## src/rtl/metro_scroll_ctrl.sv

```systemverilog
// Scrolling-window sequencer for the Metro multiplexed seven-segment display.
// Define SCROLL_PAUSE_EN to hold the message at position 0 for HOLD_STEPS scroll periods per wrap.
module metro_scroll_ctrl #(
    parameter int unsigned MSG_LEN     = 19,
    parameter int unsigned DIGITS      = 4,
    parameter int unsigned REFRESH_DIV = 100000,
    parameter int unsigned SCROLL_DIV  = 50000000,
    parameter int unsigned HOLD_STEPS  = 4
) (
    input  logic              i_clk,
    input  logic              i_rst_n,
    input  logic              i_start,
    input  logic              i_stop,
    output logic [10:0]       o_glyph_idx,
    output logic [DIGITS-1:0] o_an,
    output logic [4:0]        o_pos,
    output logic              o_busy,
    output logic              o_wrap
);

    localparam int unsigned RefW  = $clog2(REFRESH_DIV);
    localparam int unsigned ScrW  = $clog2(SCROLL_DIV);
    localparam int unsigned DigW  = $clog2(DIGITS);
    localparam int unsigned HoldW = $clog2(HOLD_STEPS) + 1;

    localparam logic [RefW-1:0]  RefLast  = RefW'(REFRESH_DIV - 1);
    localparam logic [ScrW-1:0]  ScrLast  = ScrW'(SCROLL_DIV - 1);
    localparam logic [DigW-1:0]  DigLast  = DigW'(DIGITS - 1);
    localparam logic [HoldW-1:0] HoldLast = HoldW'(HOLD_STEPS - 1);
    localparam logic [4:0]       PosLast  = 5'(MSG_LEN - 1);
    localparam logic [10:0]      MsgLen11 = 11'(MSG_LEN);

    // StHold is only ever entered when the pause feature is compiled in.
    typedef enum logic [1:0] {StIdle, StScroll, StHold} state_e;

    state_e            r_state;
    state_e            w_state_next;

    logic [RefW-1:0]   r_ref_cnt;
    logic [RefW-1:0]   w_ref_cnt_next;
    logic [DigW-1:0]   r_digit;
    logic [DigW-1:0]   w_digit_next;
    logic [ScrW-1:0]   r_scr_cnt;
    logic [ScrW-1:0]   w_scr_cnt_next;
    logic [HoldW-1:0]  r_hold_cnt;
    logic [HoldW-1:0]  w_hold_cnt_next;
    logic [4:0]        r_pos;
    logic [4:0]        w_pos_next;
    logic [10:0]       r_glyph;
    logic [10:0]       w_glyph_next;
    logic [10:0]       w_sum;
    logic [DIGITS-1:0] r_an;
    logic [DIGITS-1:0] w_an_next;
    logic              r_wrap;
    logic              w_wrap_next;

    logic              w_ref_tc;
    logic              w_scr_tc;
    logic              w_go;
    logic              w_step;
    logic              w_hold_done;

    assign w_ref_tc    = (r_ref_cnt == RefLast);
    assign w_scr_tc    = (r_scr_cnt == ScrLast);
    assign w_go        = i_start && !i_stop && (r_state == StIdle);
    assign w_step      = (r_state == StScroll) && w_scr_tc && !i_stop;
    assign w_hold_done = (r_state == StHold) && w_scr_tc && (r_hold_cnt == HoldLast) && !i_stop;

    // FSM: state register
    always_ff @(posedge i_clk) begin
        if (!i_rst_n) begin
            r_state <= StIdle;
        end else begin
            r_state <= w_state_next;
        end
    end

    // FSM: next state; stop has priority over everything else
    always_comb begin
        w_state_next = r_state;
        case (r_state)
            StIdle: begin
                if (w_go) begin
                    w_state_next = StScroll;
                end
            end
            StScroll: begin
                if (i_stop) begin
                    w_state_next = StIdle;
                end
`ifdef SCROLL_PAUSE_EN
                else if (w_step && (r_pos == PosLast)) begin
                    w_state_next = StHold;
                end
`endif
            end
            StHold: begin
                if (i_stop) begin
                    w_state_next = StIdle;
                end else if (w_hold_done) begin
                    w_state_next = StScroll;
                end
            end
            default: w_state_next = StIdle;
        endcase
    end

    // FSM: outputs
    always_comb begin
        o_busy = (r_state != StIdle);
    end

    // Refresh runs in every state and is never disturbed by start/stop.
    always_comb begin
        w_ref_cnt_next = w_ref_tc ? '0 : r_ref_cnt + 1'b1;
        w_digit_next   = r_digit;
        if (w_ref_tc) begin
            w_digit_next = (r_digit == DigLast) ? '0 : r_digit + 1'b1;
        end
    end

    always_comb begin
        w_scr_cnt_next  = '0;
        w_hold_cnt_next = '0;
        w_pos_next      = '0;
        w_wrap_next     = 1'b0;
        if (!i_stop && (r_state != StIdle)) begin
            w_scr_cnt_next = w_scr_tc ? '0 : r_scr_cnt + 1'b1;
            w_pos_next     = r_pos;
            if (r_state == StHold) begin
                if (w_hold_done) begin
                    w_hold_cnt_next = '0;
                end else if (w_scr_tc) begin
                    w_hold_cnt_next = r_hold_cnt + 1'b1;
                end else begin
                    w_hold_cnt_next = r_hold_cnt;
                end
            end else if (w_step) begin
                if (r_pos == PosLast) begin
                    w_pos_next  = '0;
                    w_wrap_next = 1'b1;
                end else begin
                    w_pos_next = r_pos + 1'b1;
                end
            end
        end
    end

    // Glyph and anode are both derived from next-state values so they land on the same edge.
    // pos + digit is at most 2*MSG_LEN-2, so one conditional subtract reduces it.
    always_comb begin
        w_sum        = 11'(w_pos_next) + 11'(w_digit_next);
        w_glyph_next = '0;
        if (w_state_next != StIdle) begin
            w_glyph_next = (w_sum >= MsgLen11) ? (w_sum - MsgLen11) : w_sum;
        end
        w_an_next = ~(DIGITS'(1) << w_digit_next);
    end

    always_ff @(posedge i_clk) begin
        if (!i_rst_n) begin
            r_ref_cnt  <= '0;
            r_digit    <= '0;
            r_scr_cnt  <= '0;
            r_hold_cnt <= '0;
            r_pos      <= '0;
            r_glyph    <= '0;
            r_an       <= ~DIGITS'(1);
            r_wrap     <= 1'b0;
        end else begin
            r_ref_cnt  <= w_ref_cnt_next;
            r_digit    <= w_digit_next;
            r_scr_cnt  <= w_scr_cnt_next;
            r_hold_cnt <= w_hold_cnt_next;
            r_pos      <= w_pos_next;
            r_glyph    <= w_glyph_next;
            r_an       <= w_an_next;
            r_wrap     <= w_wrap_next;
        end
    end

    assign o_glyph_idx = r_glyph;
    assign o_an        = r_an;
    assign o_pos       = r_pos;
    assign o_wrap      = r_wrap;

endmodule

```

## config.mk

```make
export PLATFORM = sky130hd
export DESIGN_NAME = metro_scroll_ctrl
export DESIGN_NICKNAME = d
export VERILOG_FILES = /design/src/rtl/metro_scroll_ctrl.sv
export SDC_FILE = /design/constraint.sdc
export NUM_CORES = 1
export LEC_CHECK = 0
export ABC_AREA = 1
export BUFFER_PORTS_ARGS = -buffer_cell sky130_fd_sc_hd__buf_2
export CORE_AREA = 2 2 92 72
export DETAILED_ROUTE_END_ITERATION = 8
export DIE_AREA = 0 0 94 74
export PLACE_DENSITY = 0.89
export SYNTH_ARGS = -nofsm -noshare
export SYNTH_HDL_FRONTEND = slang
export SYNTH_SLANG_ARGS = --single-unit
```

## constraint.sdc

```tcl
create_clock -name i_clk -period 8.3 [get_ports i_clk]
set_input_delay 0 -clock i_clk [delete_from_list [all_inputs] [get_ports i_clk]]
set_output_delay 0 -clock i_clk [all_outputs]
set_load 0.03 [all_outputs]
```

==> results.md, run 1 <==
Outcome:
- The flow ran to the end, and the final reports show no timing, DRC or antenna violations.

Worst setup path:
- Data arrives at the worst endpoint at ~3.5 ns.
- The type of origin of the critical path is a flop.
- STA classifies the critical path endpoint as a flop.
- Of all nets on the critical path, the largest fanout is 7.
- For the worst flop-to-flop path, the logic depth is 18.
- The path type of the worst setup path is reg -> reg.
- The startpoint identified for the worst register-to-register timing path is r_ref_cnt[0]$_SDFF_PP0_.
- Setup slack on the worst reg-to-reg path comes out at 5.03 ns.
- Grouping stages by cell kind, the critical path spends the most delay in simple AND/OR/NAND/NOR gates.
- In this design, the critical path's most frequently occurring cell is nand2_1.
- The critical path goes through ha_1 > nand2_1 > inv_1 > nand2_1 > nor2_1 > nand4_1 > o21ai_0 > ha_1 > a21oi_1 > inv_1 > nand4_1 > nand2_1 > nand2_1 > nor2_4 > a21oi_1 > nor2_1 > nand3_1 > inv_1.
- The cell at the slowest stage of the critical path is o21ai_0.
- The logic depth of the worst path, buffers included is 18.
- On the worst path, the slowest cell contributes a delay of 0.51 ns.
- For the worst setup path, the data required time is between 8 and 9 ns.
- Together, buffers and inverters on the worst path number 3.
- The endpoint identified for the worst register-to-register timing path is o_glyph_idx[9]$_SDFF_PN0_.

Drt:
- The routed wire length per instance is 12.4 µm.
- The final routed DRC violation total is 0.
- The first-iteration detailed-routing DRC count is 200.
- In the routed layout, each cell is associated on average with a via count of 5.28.
- The number of iterations in the first detailed-routing pass is 5.
- In this run the remaining antenna-violating nets after routing total 0.
- The final wirelength is 7410 µm.
- The routed layout has 3151 vias.

Clock tree:
- The total CTS buffers is 9.
- TritonCTS built the clock tree.
- In this run the post-CTS setup repair buffer count came out at 0.
- After clock tree synthesis, the clock-pin slew on the worst setup and hold paths is 0.08 ns.
- The clock passes through at most 2 buffers.
- The root cell of the clock tree is clkbuf_8.
- The count of hold-fix buffers inserted at cts is 2.
- The later pin in the worst-skew pair is clocked with a latency of around 0.35 ns.
- The total number of H-tree levels is 3.
- The tree built by TritonCTS fans out to 67 sinks.
- In this run, post-CTS repair resized a total of 0 instances.

Finish:
- The layout has 496 filler cells.
- The leading cell type in the layout, fill and taps excluded is nand2_1.
- The final layout contains 526 nets.
- Registers take roughly 0.0013 mm².
- The share of final-layout standard cells stronger than drive strength 1 is 0.188.
- The non-filler instance count after layout is 597.
- Summing all multi-input logic gate instances after layout gives between 0.0015 and 0.002 mm².
- The number of antenna diodes in the final layout is 0.
- The library cells used most frequently in the layout, excluding fill and tap cells, are 82 x nand2_1, 67 x dfxtp_1, 66 x nor2_1, 63 x inv_1, 31 x a21oi_1.
- The layout-stage area growth over the synthesis result is 11.2%.

Worst hold path:
- The type of the tightest min-delay check is in -> reg.
- The destination of the worst hold path is o_wrap$_SDFF_PP0_.
- The cell depth of the worst hold path is 6.
- The worst hold path begins at i_stop.

Yosys:
- The cell accounting for the most synthesized area is dfxtp_1.
- The area share of the largest cell type after synthesis is 0.377.
- Summing every instance area after synthesis gives 0.00356 mm².
- Dividing the synthesized area by the synthesized cell count gives approximately 7.4 µm².
- Counting flops with a built-in enable in the synthesized netlist gives 0.
- The number of nets handed over by synthesis was 494.
- In this run, distinct cell masters in the synthesized netlist total 40.
- The fraction of registers with async set or reset after synthesis is 0.
- Yosys printed 0 warnings.
- The commonest register cell after synthesis is dfxtp_1.
- The share of the Yosys chip area taken by registers is 0.377.
- Synthesis inferred 67 register bits.
- After synthesis, the cell types taking the most area are dfxtp_1 38%, nand2_1 8.6%, nor2_1 7.0%, inv_1 6.6%, a21oi_1 4.4%.
- Counting every instance in the synthesized netlist gives 479.

Global route:
- The via count of the first global-routing pass is 2860.
- Summed over all layers, the global routing overflow is 0.
- The number of antenna violations at the first check in global routing is 0.
- The first global-routing pass estimated 12400 µm of wire.
- The overall fraction of global-route tracks in use is 0.225.
- The largest net degree at the start of global routing is 16.

Pwr:
- The worst-case IR drop observed on VDD is about 0.097 mV.
- Summed over all nets, the switching power comes to 0.000139 W.
- The clock network fraction of total power is 0.431.
- The leakage power total is 1.68 nW.
- The power per standard cell area is 149 mW/mm².
- The internal power component is 0.000452 W.
- Of the total power, the share spent switching nets is 0.235.
- Of the total power, registers draw 0.549.
- The combinational share of power is 0.020.

Die:
- The effective utilization at floorplan is 0.584.
- The core region area is 0.00610 mm².
- In this run the vertical extent of the chip is roughly 74 µm.
- The overall die area is between 0.006 and 0.007 mm².
- From left edge to right edge, the die measures about 94 µm.
- The initialized floorplan defines 25 standard-cell rows.
- The top-level I/O count is 26.

Timing:
- Setup violations remaining at the end of the flow were counted as 0.
- In the final timing run, aggregate negative setup slack is 0 ns.
- Derived from the worst setup path, the maximum achievable clock frequency is around 300 MHz.
- For the finished layout, the period the worst path requires is 3.27 ns.
- In the finished design, the share of the clock period the worst path needs comes to 0.394.
- The count of final max-slew check failures is 0.
- Setup repair after global routing left no endpoint under its margin.
- The pin slew with the least headroom to its limit is 0.517 ns.
- The clock tree skew after final layout is 0.00856 ns.
- The final number of hold-violating endpoints is 0.
- Headroom to the max-slew limit came out at 0.652.

Place:
- The count of input and output buffers is 25.
- The routability congestion estimate is a little under 0.9.
- The wire-length estimate of the detail-placed layout is between 5000 and 6000 µm.
- The number of placed instances, taps included is 579.

Run:
- Across the run, the number of max-cap violations was 0.
==> power groups by stage <==
stage          combinational (W)  sequential (W)  clock [W]
2_1_floorplan         0.00000766        0.000331          0
3_3_place_gp           0.0000108        0.000331          0
3_5_place_dp           0.0000111        0.000331          0
4_1_cts                0.0000118        0.000324   0.000258
5_1_grt                0.0000133        0.000324   0.000270
6_report               0.0000120        0.000324   0.000254
==> sequential cells by signal, indices dropped and copies added (netlist names) <==
register     count
r_digit          2
o_wrap           1
o_glyph_idx      7
r_scr_cnt       26
r_ref_cnt       17
o_an             4
o_pos            5
r_state          2
r_hold_cnt       3
==> worst max path at each step <==
stage | endpoint | start
final | o_glyph_idx[9]$_SDFF_PN0_ | r_ref_cnt[0]$_SDFF_PP0_
after global routing | o_glyph_idx[9]$_SDFF_PN0_ | r_ref_cnt[0]$_SDFF_PP0_
after CTS | o_glyph_idx[1]$_SDFF_PN0_ | r_scr_cnt[0]$_SDFF_PP0_
after detailed placement | o_glyph_idx[1]$_SDFF_PN0_ | r_scr_cnt[0]$_SDFF_PP0_
after global placement | o_glyph_idx[1]$_SDFF_PN0_ | r_scr_cnt[0]$_SDFF_PP0_
after floorplan | o_glyph_idx[1]$_SDFF_PN0_ | r_scr_cnt[0]$_SDFF_PP0_
==> Yosys cell counts, drive strengths merged, types with 3 or more instances <==
master,number
ha,10
o21ai,13
xnor2,3
clkinv,3
dfxtp,67
inv,71
nor3,16
o211ai,3
nand3,27
buf,4
or2,3
nor4,8
xor2,5
a21oi,32
nor3b,4
nand4,16
o21a,6
nand2,96
clkbuf,3
nor2,81
==> worst register-to-register path, delay by kind of cell, from the launching register on <==
family | cells | cell delay [ns]
flops | 1 | 0.36
compound gates | 3 | 0.96
buf+inv | 3 | 0.22
simple gates | 10 | 1.10
fa+ha+maj | 2 | 0.51
==> layer usage <==
| layer | routed length, µm | up-vias | GRT usage |
|---|---|---|---|
| met1 | 3560 | 1433 | 0.304 |
| li1 | - | 1619 | - |
| met5 | 0 | - | 0 |
| met3 | 498 | 10 | 0.0740 |
| met4 | 104 | 0 | 0.0805 |
| met2 | 3240 | 89 | 0.340 |
==> final cells by class <==
type | instances | area share
clock buffers | 11 | 0.0382
clock inverters | 5 | 0.00916
inverters | 74 | 0.0705
multi-input cells | 331 | 0.479
flip-flops and latches | 67 | 0.339
well taps | 81 | 0.0256
repair buffers | 28 | 0.0385
==> metrics by stage <==
step           setup slack [ns]  total power (W)  hold WS (ns)  instance area [µm²]   util
2_1_floorplan              5.49         0.000339         0.117                 3560      -
3_3_place_gp               5.25         0.000342         0.310                 3750  0.615
3_5_place_dp               5.13         0.000342         0.317                 3750  0.615
4_1_cts                    5.06         0.000594         0.128                 3960  0.649
5_1_grt                    4.70         0.000608         0.188                 3960  0.649
6_report                   5.03         0.000590         0.141                 3960  0.649
==> cells by family after synthesis <==
group,count (synthesis),share of synthesized area
xor+xnor,8,0.0197
fa+ha+maj,11,0.0408
simple gates,252,0.378
flops,67,0.377
buf+inv,81,0.0900
compound gates,60,0.0953
Power figures use the tool's default switching activity.
==> run 2: changes to the inputs <==
==> constraint.sdc (replaced) <==
create_clock -name i_clk -period 3.12 [get_ports i_clk]
set_input_delay 0 -clock i_clk [delete_from_list [all_inputs] [get_ports i_clk]]
set_output_delay 0 -clock i_clk [all_outputs]
set_load 0.03 [all_outputs]
==> run 2 against run 1 <==
  * Global-route usage up 2.2 points
  * Final cell count up 3.2%
  * Sequential cell count did not move
  * Via count rose by 11%
  * Combinational power grew to 2.9 times the previous value
  * First-iteration DRC count increased by 83%
  * Total power rose to 2.8 times the previous value
  * Utilization rose by 4.5 points
  * Setup slack worse by 5.0 ns
  * Die area unchanged
  * Cell area is 7.0% higher
  * Largest cell class unchanged
  * Highest routed layer unchanged
==> results.md, run 2 (same netlist as run 1, synthesis figures left out) <==
Outcome:
- Result of the run: completed (unchanged).

Global route:
- The via count of the first global-routing pass came to 2965 (was 2860).
- The first-pass GRT wire length is 13300 µm (was 12400 µm).
- The final global-route overflow total is 0 (unchanged).
- The overall fraction of global-route tracks in use is 0.247 (was 0.225).
- The number of antenna violations at the first check in global routing came to 0 (unchanged).
- The largest net degree at the start of global routing is 16 (unchanged).

Worst setup path:
- The element type at the critical path end is a flop (unchanged).
- The type of origin of the critical path is a flop (unchanged).
- The depth of the worst register-to-register path is 18 (unchanged).
- The end of the worst register-to-register path is o_glyph_idx[5]$_SDFF_PN0_ (was o_glyph_idx[9]$_SDFF_PN0_).
- The arrival time at the worst endpoint is 3.38 ns (was 3.52 ns).
- The path type of the worst setup path is reg -> reg (unchanged).
- The required time reported for the critical path endpoint is 3.39 ns (was 8.54 ns).
- The peak fanout along the critical path is 5 (was 7).
- The reg2reg setup slack is 0.008 ns (was 5.03 ns).
- The reg-to-reg critical path startpoint was r_scr_cnt[0]$_SDFF_PP0_ (was r_ref_cnt[0]$_SDFF_PP0_).

Run:
- The number of violations of the max-capacitance limit is 0 (unchanged).

Die:
- The core region area is 0.00610 mm² (unchanged).
- The overall die width is 94 µm (unchanged).
- The vertical die dimension was 74 µm (unchanged).
- The effective utilization at floorplan is 0.584 (unchanged).
- The top-level I/O count came to 26 (unchanged).
- The overall die area is 0.00696 mm² (unchanged).
- The number of placement rows is 25 (unchanged).

Pwr:
- The largest vdd supply drop was 0.274 mV (was 0.0972 mV).
- The power per standard cell area came to 385 mW/mm² (was 149 mW/mm²).
- The leakage power total came to 1.78 nW (was 1.68 nW).

Drt:
- The first-iteration detailed-routing DRC count was 365 (was 200).
- The per-cell via count in the routed design is 5.66 (was 5.28).
- The total vias in the final route was 3488 (was 3151).
- The count of nets left with antenna violations after detail routing is 0 (unchanged).
- The number of iterations in the first detailed-routing pass came to 5 (unchanged).
- The final wirelength came to 9070 µm (was 7410 µm).
- The routed wire length per instance was 14.7 µm (was 12.4 µm).
- The final routed DRC violation total is 0 (unchanged).

Worst hold path:
- The type of the tightest min-delay check is in -> reg (unchanged).
- The cell depth of the worst hold path is 6 (unchanged).
- The start point of the worst hold path is i_stop (unchanged).
- The destination of the worst hold path is o_wrap$_SDFF_PP0_ (unchanged).

Clock tree:
- The buffer depth of the longest clock path is 2 (unchanged).
- The clock latency reported for the late side of the worst-skew pair is 0.36 ns (was 0.35 ns).
- The total CTS buffers is 9 (unchanged).
- The clock net sink count came to 67 (unchanged).
- The CTS tree is built (unchanged).
- The total number of H-tree levels came to 3 (unchanged).
- The root cell of the clock tree is clkbuf_8 (unchanged).
- The clock-pin slew on the worst setup and hold paths is 0.07 ns (was 0.08 ns).

Timing:
- The count of final max-slew check failures is 0 (unchanged).
- The final period utilization is 0.997 (was 0.394).
- The tightest slew margin relative to the limit is 0.645 (was 0.652).
- The maximum achievable frequency was 321 MHz (was 305 MHz).
- The pin slew with the least headroom to its limit is 0.528 ns (was 0.517 ns).
- The final number of hold-violating endpoints is 0 (unchanged).
- The shortest period the worst path allows is 3.11 ns (was 3.27 ns).
- The summed negative setup slack over all endpoints came to 0 ns (unchanged).
- The count of endpoints failing setup in the final report is 0 (unchanged).
- The worst-case hold slack is 0.158 ns (was 0.141 ns).
- The clock tree skew after final layout is 0.0109 ns (was 0.00856 ns).

Finish:
- The number of diodes is 0 (unchanged).
- The layout-stage area growth over the synthesis result is 19.0% (was 11.2%).
- The share of final-layout standard cells stronger than drive strength 1 is 0.284 (was 0.188).
- Top library cells by usage in the layout, fill and taps aside: 73 x nand2_1, 63 x nor2_1, 59 x inv_1, 57 x dfxtp_1, 29 x a21oi_1 (was 82 x nand2_1, 67 x dfxtp_1, 66 x nor2_1, 63 x inv_1, 31 x a21oi_1).
- The flip-flop count of the largest register, all copies and words added is 26 (unchanged).
- The count of fill cells added during filler insertion is 441 (was 496).
- The count of nets after finishing is 545 (was 526).
- The most flop-heavy register is r_scr_cnt (unchanged).
- The leading cell type in the layout, fill and taps excluded was nand2_1 (unchanged).

Place:
- The HPWL reported at the end of detailed placement is 5710 µm (was 5370 µm).
- The count of input and output buffers is 25 (unchanged).
- The routability congestion estimate is 0.878 (was 0.868).
## run 2: cell count changes in the layout (fill, tap and decap cells not counted), moves of 3 or more
cell / change
ha_2: +3
nor2_4: +5
nand2_2: +9
dfxtp_2: +8
inv_2: +4
nor2_1: -3
inv_1: -4
nand2_1: -9
buf_4: +19
ha_1: -4
dfxtp_1: -10
## run 2: cell type report
class / instances / area (µm²) / share of cell area
multi-input cells: 331 / 2000 / 0.472
inverters: 74 / 279 / 0.0659
well taps: 81 / 101 / 0.0239
clock inverters: 7 / 76.3 / 0.0180
flip-flops and latches: 67 / 1360 / 0.321
clock buffers: 9 / 124 / 0.0292
repair buffers: 47 / 295 / 0.0697
## run 2: worst max path at each step
stage / startpoint / endpoint / slack (ns) / cells after the start
global placement: r_scr_cnt[0]$_SDFF_PP0_ / o_glyph_idx[1]$_SDFF_PN0_ / 0.14 / 23
finish: r_scr_cnt[0]$_SDFF_PP0_ / o_glyph_idx[5]$_SDFF_PN0_ / 0.008 / 18
CTS: r_scr_cnt[0]$_SDFF_PP0_ / o_glyph_idx[1]$_SDFF_PN0_ / 0.003 / 23
floorplan: r_scr_cnt[0]$_SDFF_PP0_ / o_glyph_idx[1]$_SDFF_PN0_ / 0.31 / 21
detailed placement: r_scr_cnt[0]$_SDFF_PP0_ / o_glyph_idx[1]$_SDFF_PN0_ / -0.08 / 23
global route: r_scr_cnt[0]$_SDFF_PP0_ / o_glyph_idx[1]$_SDFF_PN0_ / -0.17 / 23
## run 2: power by group
part / switching (W) / internal, W
clock network: 0.000362 / 0.000372
logic: 0.0000233 / 0.0000117
registers: 0.00000413 / 0.000858
## run 2: critical path: stages (launching register included)
cell and delay (ns):
dfxtp_2 0.35, ha_2 0.19, nand2_2 0.09, nor2_4 0.13
nand2_4 0.08, nor2_8 0.12, nand3_4 0.13, a21oi_1 0.21
a211oi_2 0.07, ha_2 0.21, fa_2 0.40, inv_2 0.10
nand4_1 0.16, nand2_4 0.16, nor2_4 0.06, nand2_2 0.10
buf_4 0.12, nand3_1 0.12, a21oi_1 0.23
## run 2: per-layer routing
metal / routed length, µm / global-route usage / share of wire
met5: 0 / 0 / 0
met4: 353 / 0.105 / 0.039
met1: 3810 / 0.322 / 0.42
met3: 724 / 0.0638 / 0.080
met2: 4180 / 0.394 / 0.46
## run 2: repair_timing
item	CTS	global route
gates resized for setup	3	41
pin swaps	5	23
endpoints found under the hold margin	4	0
hold buffers	2	0
buffers inserted	7	9
setup endpoints to repair	6	7
## run 2: through the flow
| stage | cells | total power, W | util | setup slack [ns] | area, µm² |
|---|---|---|---|---|---|
| final | 616 | 0.00163 | 0.694 | 0.00789 | 4240 |
| after global routing | 616 | 0.00167 | 0.694 | -0.168 | 4240 |
| after CTS | 607 | 0.00163 | 0.666 | 0.00306 | 4060 |
| after detailed placement | 582 | 0.000911 | 0.619 | -0.0812 | 3770 |
| after global placement | 582 | 0.000910 | 0.619 | 0.143 | 3770 |
| after floorplan | 479 | 0.000901 | - | 0.309 | 3560 |
